<file path="src/rtl/sprite_line_scanner_pkg.sv">
// Shared definitions for the sprite line scanner: attribute field layout,
// height-code decode and the scanner FSM encoding.
package sprite_line_scanner_pkg;

  localparam int ATTR_W   = 40;
  localparam int X_LSB    = 0;
  localparam int X_MSB    = 9;
  localparam int BPP8_BIT = 12;
  localparam int VFLIP_BIT = 13;
  localparam int HFLIP_BIT = 14;
  localparam int EN_BIT   = 15;
  localparam int Y_LSB    = 16;
  localparam int Y_MSB    = 25;
  localparam int H_LSB    = 26;
  localparam int H_MSB    = 27;
  localparam int W_LSB    = 28;
  localparam int W_MSB    = 29;
  localparam int PIX_LSB  = 30;
  localparam int PIX_MSB  = 39;

  localparam int NUM_SPRITES = 32;

  typedef enum logic [2:0] {
    ST_IDLE = 3'd0,
    ST_READ = 3'd1,
    ST_EVAL = 3'd2,
    ST_EMIT = 3'd3,
    ST_END  = 3'd4
  } state_t;

  // Height code to sprite height in lines: 8, 16, 32, 64.
  function automatic logic [6:0] height_lines(input logic [1:0] code);
    case (code)
      2'd0:    height_lines = 7'd8;
      2'd1:    height_lines = 7'd16;
      2'd2:    height_lines = 7'd32;
      default: height_lines = 7'd64;
    endcase
  endfunction

endpackage

</file>
<file path="src/rtl/sprite_line_scanner.sv">
// Walks all 32 sprite attribute entries once per scanline and streams the
// sprites that cover the requested line to the renderer (valid/ready).
module sprite_line_scanner
  import sprite_line_scanner_pkg::*;
#(
  parameter int MAX_HITS = 16
) (
  input  logic              clk_i,
  input  logic              rst_n_i,
  input  logic              line_start_i,
  input  logic [9:0]        line_i,
  output logic              rd_en_o,
  output logic [4:0]        rd_addr_o,
  input  logic [ATTR_W-1:0] rd_data_i,
  output logic              hit_valid_o,
  input  logic              hit_ready_i,
  output logic [4:0]        hit_idx_o,
  output logic [5:0]        hit_row_o,
  output logic [ATTR_W-1:0] hit_attr_o,
  output logic              busy_o,
  output logic              done_o,
  output logic              overflow_o
);

  localparam logic [5:0] HITS_MAX = 6'(MAX_HITS);

  state_t            r_state;
  state_t            w_state_nxt;
  logic [9:0]        r_line;
  logic [4:0]        r_idx;
  logic [5:0]        r_hits;
  logic              r_overflow;
  logic [4:0]        r_hit_idx;
  logic [5:0]        r_hit_row;
  logic [ATTR_W-1:0] r_hit_attr;

  logic [9:0]        w_y;
  logic [9:0]        w_diff;
  logic              w_match;
  logic              w_start;
  logic              w_load;
  logic              w_adv;
  logic              w_accept;
  logic              w_set_ovf;

  // Modulo-1024 distance makes sprites wrapping past line 1023 match at the top.
  assign w_y     = rd_data_i[Y_MSB:Y_LSB];
  assign w_diff  = r_line - w_y;
  assign w_match = rd_data_i[EN_BIT] &&
                   (w_diff < {3'b000, height_lines(rd_data_i[H_MSB:H_LSB])});

  always_comb begin
    w_state_nxt = r_state;
    w_start     = 1'b0;
    w_load      = 1'b0;
    w_adv       = 1'b0;
    w_accept    = 1'b0;
    w_set_ovf   = 1'b0;
    if (line_start_i) begin
      // A new line always wins, aborting any scan in flight.
      w_start     = 1'b1;
      w_state_nxt = ST_READ;
    end else begin
      case (r_state)
        ST_IDLE: w_state_nxt = ST_IDLE;
        ST_READ: w_state_nxt = ST_EVAL;
        ST_EVAL: begin
          if (w_match) begin
            if (r_hits < HITS_MAX) begin
              w_load      = 1'b1;
              w_state_nxt = ST_EMIT;
            end else begin
              w_set_ovf   = 1'b1;
              w_state_nxt = ST_END;
            end
          end else if (r_idx == 5'd31) begin
            w_state_nxt = ST_END;
          end else begin
            w_adv       = 1'b1;
            w_state_nxt = ST_READ;
          end
        end
        ST_EMIT: begin
          if (hit_ready_i) begin
            w_accept = 1'b1;
            if (r_idx == 5'd31) begin
              w_state_nxt = ST_END;
            end else begin
              w_adv       = 1'b1;
              w_state_nxt = ST_READ;
            end
          end
        end
        ST_END:  w_state_nxt = ST_IDLE;
        default: w_state_nxt = ST_IDLE;
      endcase
    end
  end

  always_ff @(posedge clk_i) begin
    if (!rst_n_i) begin
      r_state    <= ST_IDLE;
      r_line     <= 10'd0;
      r_idx      <= 5'd0;
      r_hits     <= 6'd0;
      r_overflow <= 1'b0;
      r_hit_idx  <= 5'd0;
      r_hit_row  <= 6'd0;
      r_hit_attr <= '0;
    end else begin
      r_state <= w_state_nxt;
      if (w_start) begin
        r_line     <= line_i;
        r_idx      <= 5'd0;
        r_hits     <= 6'd0;
        r_overflow <= 1'b0;
      end else begin
        if (w_adv)     r_idx      <= r_idx + 5'd1;
        if (w_accept)  r_hits     <= r_hits + 6'd1;
        if (w_set_ovf) r_overflow <= 1'b1;
      end
      if (w_load) begin
        r_hit_idx  <= r_idx;
        r_hit_row  <= w_diff[5:0];
        r_hit_attr <= rd_data_i;
      end
    end
  end

  assign rd_en_o     = (r_state == ST_READ);
  assign rd_addr_o   = r_idx;
  assign hit_valid_o = (r_state == ST_EMIT);
  assign hit_idx_o   = r_hit_idx;
  assign hit_row_o   = r_hit_row;
  assign hit_attr_o  = r_hit_attr;
  assign busy_o      = (r_state != ST_IDLE);
  assign done_o      = (r_state == ST_END);
  assign overflow_o  = r_overflow;

endmodule

</file>
<file path="config.mk">
export PLATFORM = sky130hd
export DESIGN_NAME = sprite_line_scanner
export DESIGN_NICKNAME = d
export VERILOG_FILES = /design/src/rtl/sprite_line_scanner_pkg.sv /design/src/rtl/sprite_line_scanner.sv
export SDC_FILE = /design/constraint.sdc
export NUM_CORES = 1
export LEC_CHECK = 0
export ABC_AREA = 1
export ABC_CLOCK_PERIOD_IN_PS = 4500
export BUFFER_PORTS_ARGS = -buffer_cell sky130_fd_sc_hd__buf_2
export CAP_MARGIN = 5
export CORE_MARGIN = 2
export CORE_UTILIZATION = 41
export DETAILED_ROUTE_END_ITERATION = 10
export PLACE_DENSITY = 0.73
export SYNTH_ARGS = -nofsm -noshare
export SYNTH_HDL_FRONTEND = slang
export SYNTH_SLANG_ARGS = --single-unit
</file>
<file path="constraint.sdc">
create_clock -name clk_i -period 4.5 [get_ports clk_i]
set_input_delay 0.45 -clock clk_i [delete_from_list [all_inputs] [get_ports clk_i]]
set_output_delay 0.45 -clock clk_i [all_outputs]
set_load 0.01 [all_outputs]
</file>
== Yosys cells after proc, flatten, opt, wreduce, memory -nomap -nowiden ==
Cells that the tools add are included.
Word-level totals
  flip-flop bits (word level): 76
  input bits: 54
  output and inout port bits: 61
  word-level logic and storage cells: 53
Cells by class
  add/sub/neg operators: 3
  order comparisons: 2
  equality and inequality tests: 9
  mux-type cells: 24
  bitwise operators: 1
  reductions and logical operators: 5
Operator list (number)
  one-hot mux 7 bit (3 select lines): 1
  two-way mux 1 bit: 17
  two-way mux 3 bit: 4
  less-than comparator 10 x 7 -> 1 bit: 1
  subtractor 10 bit: 1
  one-hot mux 3 bit (3 select lines): 1
  adder 6 x 1 -> 6 bit, second input constant: 1
  == test 3 x 2 -> 1 bit, second input constant: 2
  less-than comparator 6 x 5 -> 1 bit, second input constant: 1
  adder 5 x 1 -> 5 bit, second input constant: 1
  == test 5 bit, second input constant: 1
  OR reduction 2 bit: 2
  == test 3 x 1 -> 1 bit, second input constant: 1
  == test 3 bit, second input constant: 1
  inequality test 3 x 2 -> 1 bit, second input constant: 1
  nonzero test 3 bit: 1
  == test 2 x 1 -> 1 bit, second input constant: 1
  == test 2 bit, second input constant: 1
  zero test 2 bit: 1
  inequality test 2 x 1 -> 1 bit, second input constant: 1
  one-hot mux 1 bit (2 select lines): 1
  logical AND 1 bit: 1
  NOT 1 bit: 1

== Longest topological paths before layout ==
  word-level depth: 7
  mapped depth: 21
  depth with buffers taken out: 20

== Worst setup path after synthesis ==
OpenSTA, ideal clock, no wires.
  path type: input -> register
  from: in rd_data_i[16]
  to: reg r_hit_idx[2] (netlist: hit_idx_o[2])
  library setup time: 0.113 ns
  data arrival time: 2.731 ns
  data required time: 4.387 ns
  setup slack: 1.656 ns
  stages on the path: 18
  path buffers: 2
  cell sequence: ha_1 > fa_1 > o21ai_2 > nand2_1 > nor2_1 > nor2_1 > xnor2_1 > ha_1 > nor2_1 > nand3_1 > nor2_2 > nand3_2 > nor2_4 > nand3_2 > buf_6 > buf_2 > nor2_1 > nor2_1
Between the ends
  cells in the longest elaborated chain, start to end: 6
RTL lines
  start: declaration: line sprite_line_scanner.sv:14  | input logic [ATTR_W-1:0] rd_data_i,
  subtractor 10 bit: line sprite_line_scanner.sv:48  | assign w_diff = r_line - w_y;
  less-than comparator 10 x 7 -> 1 bit: line sprite_line_scanner.sv:50  | (w_diff < {3'b000, height_lines(rd_data_i[H_MSB:H_LSB])});
  logical AND 1 bit: line sprite_line_scanner.sv:49  | assign w_match = rd_data_i[EN_BIT] &&
  two-way mux 1 bit: line sprite_line_scanner.sv:68  | if (w_match) begin
  two-way mux 1 bit: line sprite_line_scanner.sv:64  | case (r_state)
  two-way mux 1 bit: line sprite_line_scanner.sv:59  | if (line_start_i) begin
  end signal: assignment: line sprite_line_scanner.sv:123  | r_hit_idx <= r_idx;
  end: declaration: line sprite_line_scanner.sv:33  | logic [4:0] r_hit_idx;
No other way between the ends.
A chain may end at the register's enable or synchronous reset.

== Worst setup path after layout ==
  from: reg r_line[0]
  to: reg r_hit_attr[23] (netlist: hit_attr_o[23])
Between the ends
  cells in the longest elaborated chain, start to end: 6
RTL lines
  start: declaration: line sprite_line_scanner.sv:29  | logic [9:0] r_line;
  start signal: assignment: line sprite_line_scanner.sv:113  | r_line <= line_i;
  subtractor 10 bit: line sprite_line_scanner.sv:48
  net w_diff[4]: line sprite_line_scanner.sv:38  | logic [9:0] w_diff;
  less-than comparator 10 x 7 -> 1 bit: line sprite_line_scanner.sv:50
  logical AND 1 bit: line sprite_line_scanner.sv:49
  two-way mux 1 bit: line sprite_line_scanner.sv:68
  two-way mux 1 bit: line sprite_line_scanner.sv:64
  two-way mux 1 bit: line sprite_line_scanner.sv:59
  end signal: assignment: line sprite_line_scanner.sv:125  | r_hit_attr <= rd_data_i;
  end: declaration: line sprite_line_scanner.sv:35  | logic [ATTR_W-1:0] r_hit_attr;
The timed path passes the listed nets, and every way through them passes these cells.

==> flow_metrics.tcl <==
set metrics [dict create \
    ys_warn_count 0 \
    multi_input_area_mm2 0.001795 \
    clockBufferDepth 2 \
    crit_chain "inv_1 -> ha_1 -> fa_1 -> o21ai_2 -> nand2_1 -> xor2_1 -> inv_1 -> ha_1 -> nand2_1 -> inv_1 -> nand2_1 -> nand2_1 -> nand2_1 -> nand3_2 -> nor2_4 -> nand3_4 -> buf_4 -> nand2_1 -> nand2_1 -> nor2_1" \
    critPathCapture "hit_attr_o[23]" \
    vias_per_cell 4.494 \
    synthesis.nets 663 \
    drcViolationCount 0 \
    hold_viol_final 0 \
    ctsHtreeMaxLevel 3 \
    grt_usage 0.1727 \
    worstSetupEndpointType "register" \
    grt_antenna_before_repair 1 \
    startpoint_type "register" \
    synth-seq-cells 76 \
    reg2reg_setup_slack_ns 1.16 \
    fmax_mhz 299.8 \
    r2r-start "r_line[0]" \
    grt-busiest-layer "met2" \
    seq_area_mm2 0.001521 \
    start_util 0.4176 \
    ant_nets 0 \
    core-area_mm2 0.009153 \
    synth_area_leaders "dfxtp_1, nand2_1, nor2_1, inv_1, ha_1" \
    critPathLaunch "r_line[0]" \
    synth_cell_type_count 27 \
    cts_num_sinks 76 \
    slew_viol_final 0 \
    max_stage_delay_ns 0.71 \
    hold_buffers 0 \
    met2_usage 0.2958 \
    cts_tree "done" \
    firstDrtPassIters 4 \
    fin_crit_sh 0.7411 \
    fp.dieW_um 100.6 \
    outcome "completed" \
    port_buffers 114 \
    place_congestion 0.8422 \
    clk_pin_slew_ns 0.08 \
    final_util 0.5047 \
    final_common_cell "nand2_1" \
    cts_made_buffers 9 \
    ys_seq_area_frac 0.3980 \
    first_global_vias 3322 \
    slowest_stage "buf_4" \
    avgSynthCellArea_um2 6.446 \
    cap_violations 0 \
    drtIter0Drc 184 \
    synth_top_cell_by_area "dfxtp_1" \
    die_area_mm2 0.01011 \
    timing.rr.end "hit_attr_o[23]" \
    synthesis.area_mm2 0.003822 \
    dp_hpwl_um 6229 \
    synth_top_area_frac 0.3980 \
    finClkSkew_ns 0.006524 \
    totalWireLength_um 8497 \
    via_count 3667 \
    nFillCells 951 \
    met1_usage 0.2105 \
    cts-resized-gates 0 \
    post-route-min-period_ns 3.335 \
    postCtsSetupRepairBufs 0 \
    gr-usage-met3 0.04924 \
    rsz0062_at_grt "false" \
    boundaryPins 115 \
    final_cell_mix "nand2_1, nor2_1, buf_2" \
    num-nets-final 770 \
    crit_fanout 100 \
    worstRegToRegCells 20 \
    drive_gt1_frac 0.1986 \
    path_class "reg2reg" \
    required_ns 4.73 \
    syn_to_final_growth_pct 20.85 \
    grt_max_degree 101 \
    p_leak_nw 2.707 \
    grt_first_pass_wirelength_um 14250 \
    setup_viol 0 \
    fin_tns_setup_ns 0 \
    ir_drop_v 0.0001356 \
    hold_class "in2reg" \
    routedWlPerCell_um 10.41 \
    slew_headroom 0.3919 \
    root_buffer "clkbuf_8" \
    grt_overflow 0 \
    tightest_slew_ns 0.9122 \
    diodes 0 \
    pre_cts_ws_ns 0.8868 \
    worst_path_most_repeated_cell "nand2_1" \
    power_density_mw_per_mm2 292.2 \
    fin_ws_ns 1.165 \
    die_h_um 100.6 \
    fp-row-count 35 \
    postSynthCellCount 593 \
    insertion_delay_ns 0.34 \
    critPathArrivalTime_ns 3.57 \
]
where the power goes:
part / switching [mW] / internal [mW] / total, mW / leakage, nW
Clock: 0.251 / 0.256 / 0.507 / 0.0927
Combinational: 0.0957 / 0.0626 / 0.158 / 2.00
Sequential: 0.00428 / 0.680 / 0.684 / 0.615
worst max-delay path, delay by kind of cell (launching register included):
family                     cells  cell delay (ns)
AOI/OAI and AO/OA              1             0.17
xor gates and xnor gates       1             0.14
and+or+nand+nor               11             0.80
DFF                            1             0.31
adders and majority gates      3             0.89
buffers and inverters          4             0.88
state kept, by name (all words and copies together) (netlist names):
register,count
overflow_o,1
hit_idx_o,5
r_state,3
rd_addr_o,5
hit_row_o,6
r_line,10
r_hits,6
hit_attr_o,40
cell type report:
class	count	share of cell area
flip-flops and latches	76	0.3294
clock inverters	6	0.01381
repair buffers	116	0.1268
clock buffers	10	0.02763
inverters	103	0.08369
well taps	111	0.03006
multi-input cells	394	0.3887
how the worst min path moves through the flow:
stage                         startpoint        endpoint  slack (ns)  cells after the start
after detailed placement  hit_attr_o[15]  hit_attr_o[15]        0.44                      2
after global placement    hit_attr_o[15]  hit_attr_o[15]        0.44                      2
after CTS                  rd_data_i[34]  hit_attr_o[34]        0.30                      3
after global routing       rd_data_i[38]  hit_attr_o[38]        0.31                      3
after floorplan                r_line[0]       r_line[0]        0.43                      2
final                      rd_data_i[38]  hit_attr_o[38]        0.32                      3
metal layers:
layer	wire length (um)	vias up	part of all wire
met5	0	-	0
met4	75	0	0.0088
met3	453	8	0.053
met2	3843	88	0.45
met1	4124	1602	0.49
li1	-	1969	-
logic make-up (layout without fill, tap and decap cells):
family | Yosys count | count (layout) | synth area share
XOR/XNOR | 7 | 7 | 0.01604
AO/OA/AOI/OAI | 35 | 35 | 0.04845
buffers and inverters | 123 | 235 | 0.1342
adder cells (fa/ha/maj) | 16 | 16 | 0.05434
flip-flops | 76 | 76 | 0.3980
AND/OR/NAND/NOR | 336 | 336 | 0.3489
stage by stage:
stage / hold WS, ns / std cells / power [mW] / area, um2
2_1_floorplan: 0.4331 / 593 / 0.8052 / 3822
3_3_place_gp: 0.4374 / 800 / 0.8555 / 4428
3_5_place_dp: 0.4390 / 800 / 0.8587 / 4428
4_1_cts: 0.2971 / 816 / 1.375 / 4619
5_1_grt: 0.3051 / 816 / 1.427 / 4619
6_report: 0.3217 / 816 / 1.350 / 4619
synthesized netlist by cell type:
library cell,number
nor2_4,1
and3_1,1
o21ai_0,14
or2_2,2
clkbuf_1,7
fa_1,1
nor3_1,6
xor2_1,4
dfxtp_1,76
buf_6,6
nor2_2,1
ha_1,15
buf_1,2
inv_1,102
or2_1,1
a21oi_2,1
xnor2_1,3
buf_2,5
inv_2,1
o21bai_1,1
o21ai_2,1
nand4_1,3
nand3_1,20
nand3_2,2
a21oi_1,18
nor2_1,142
nand2_1,157
(Power assumes the default switching activity.)
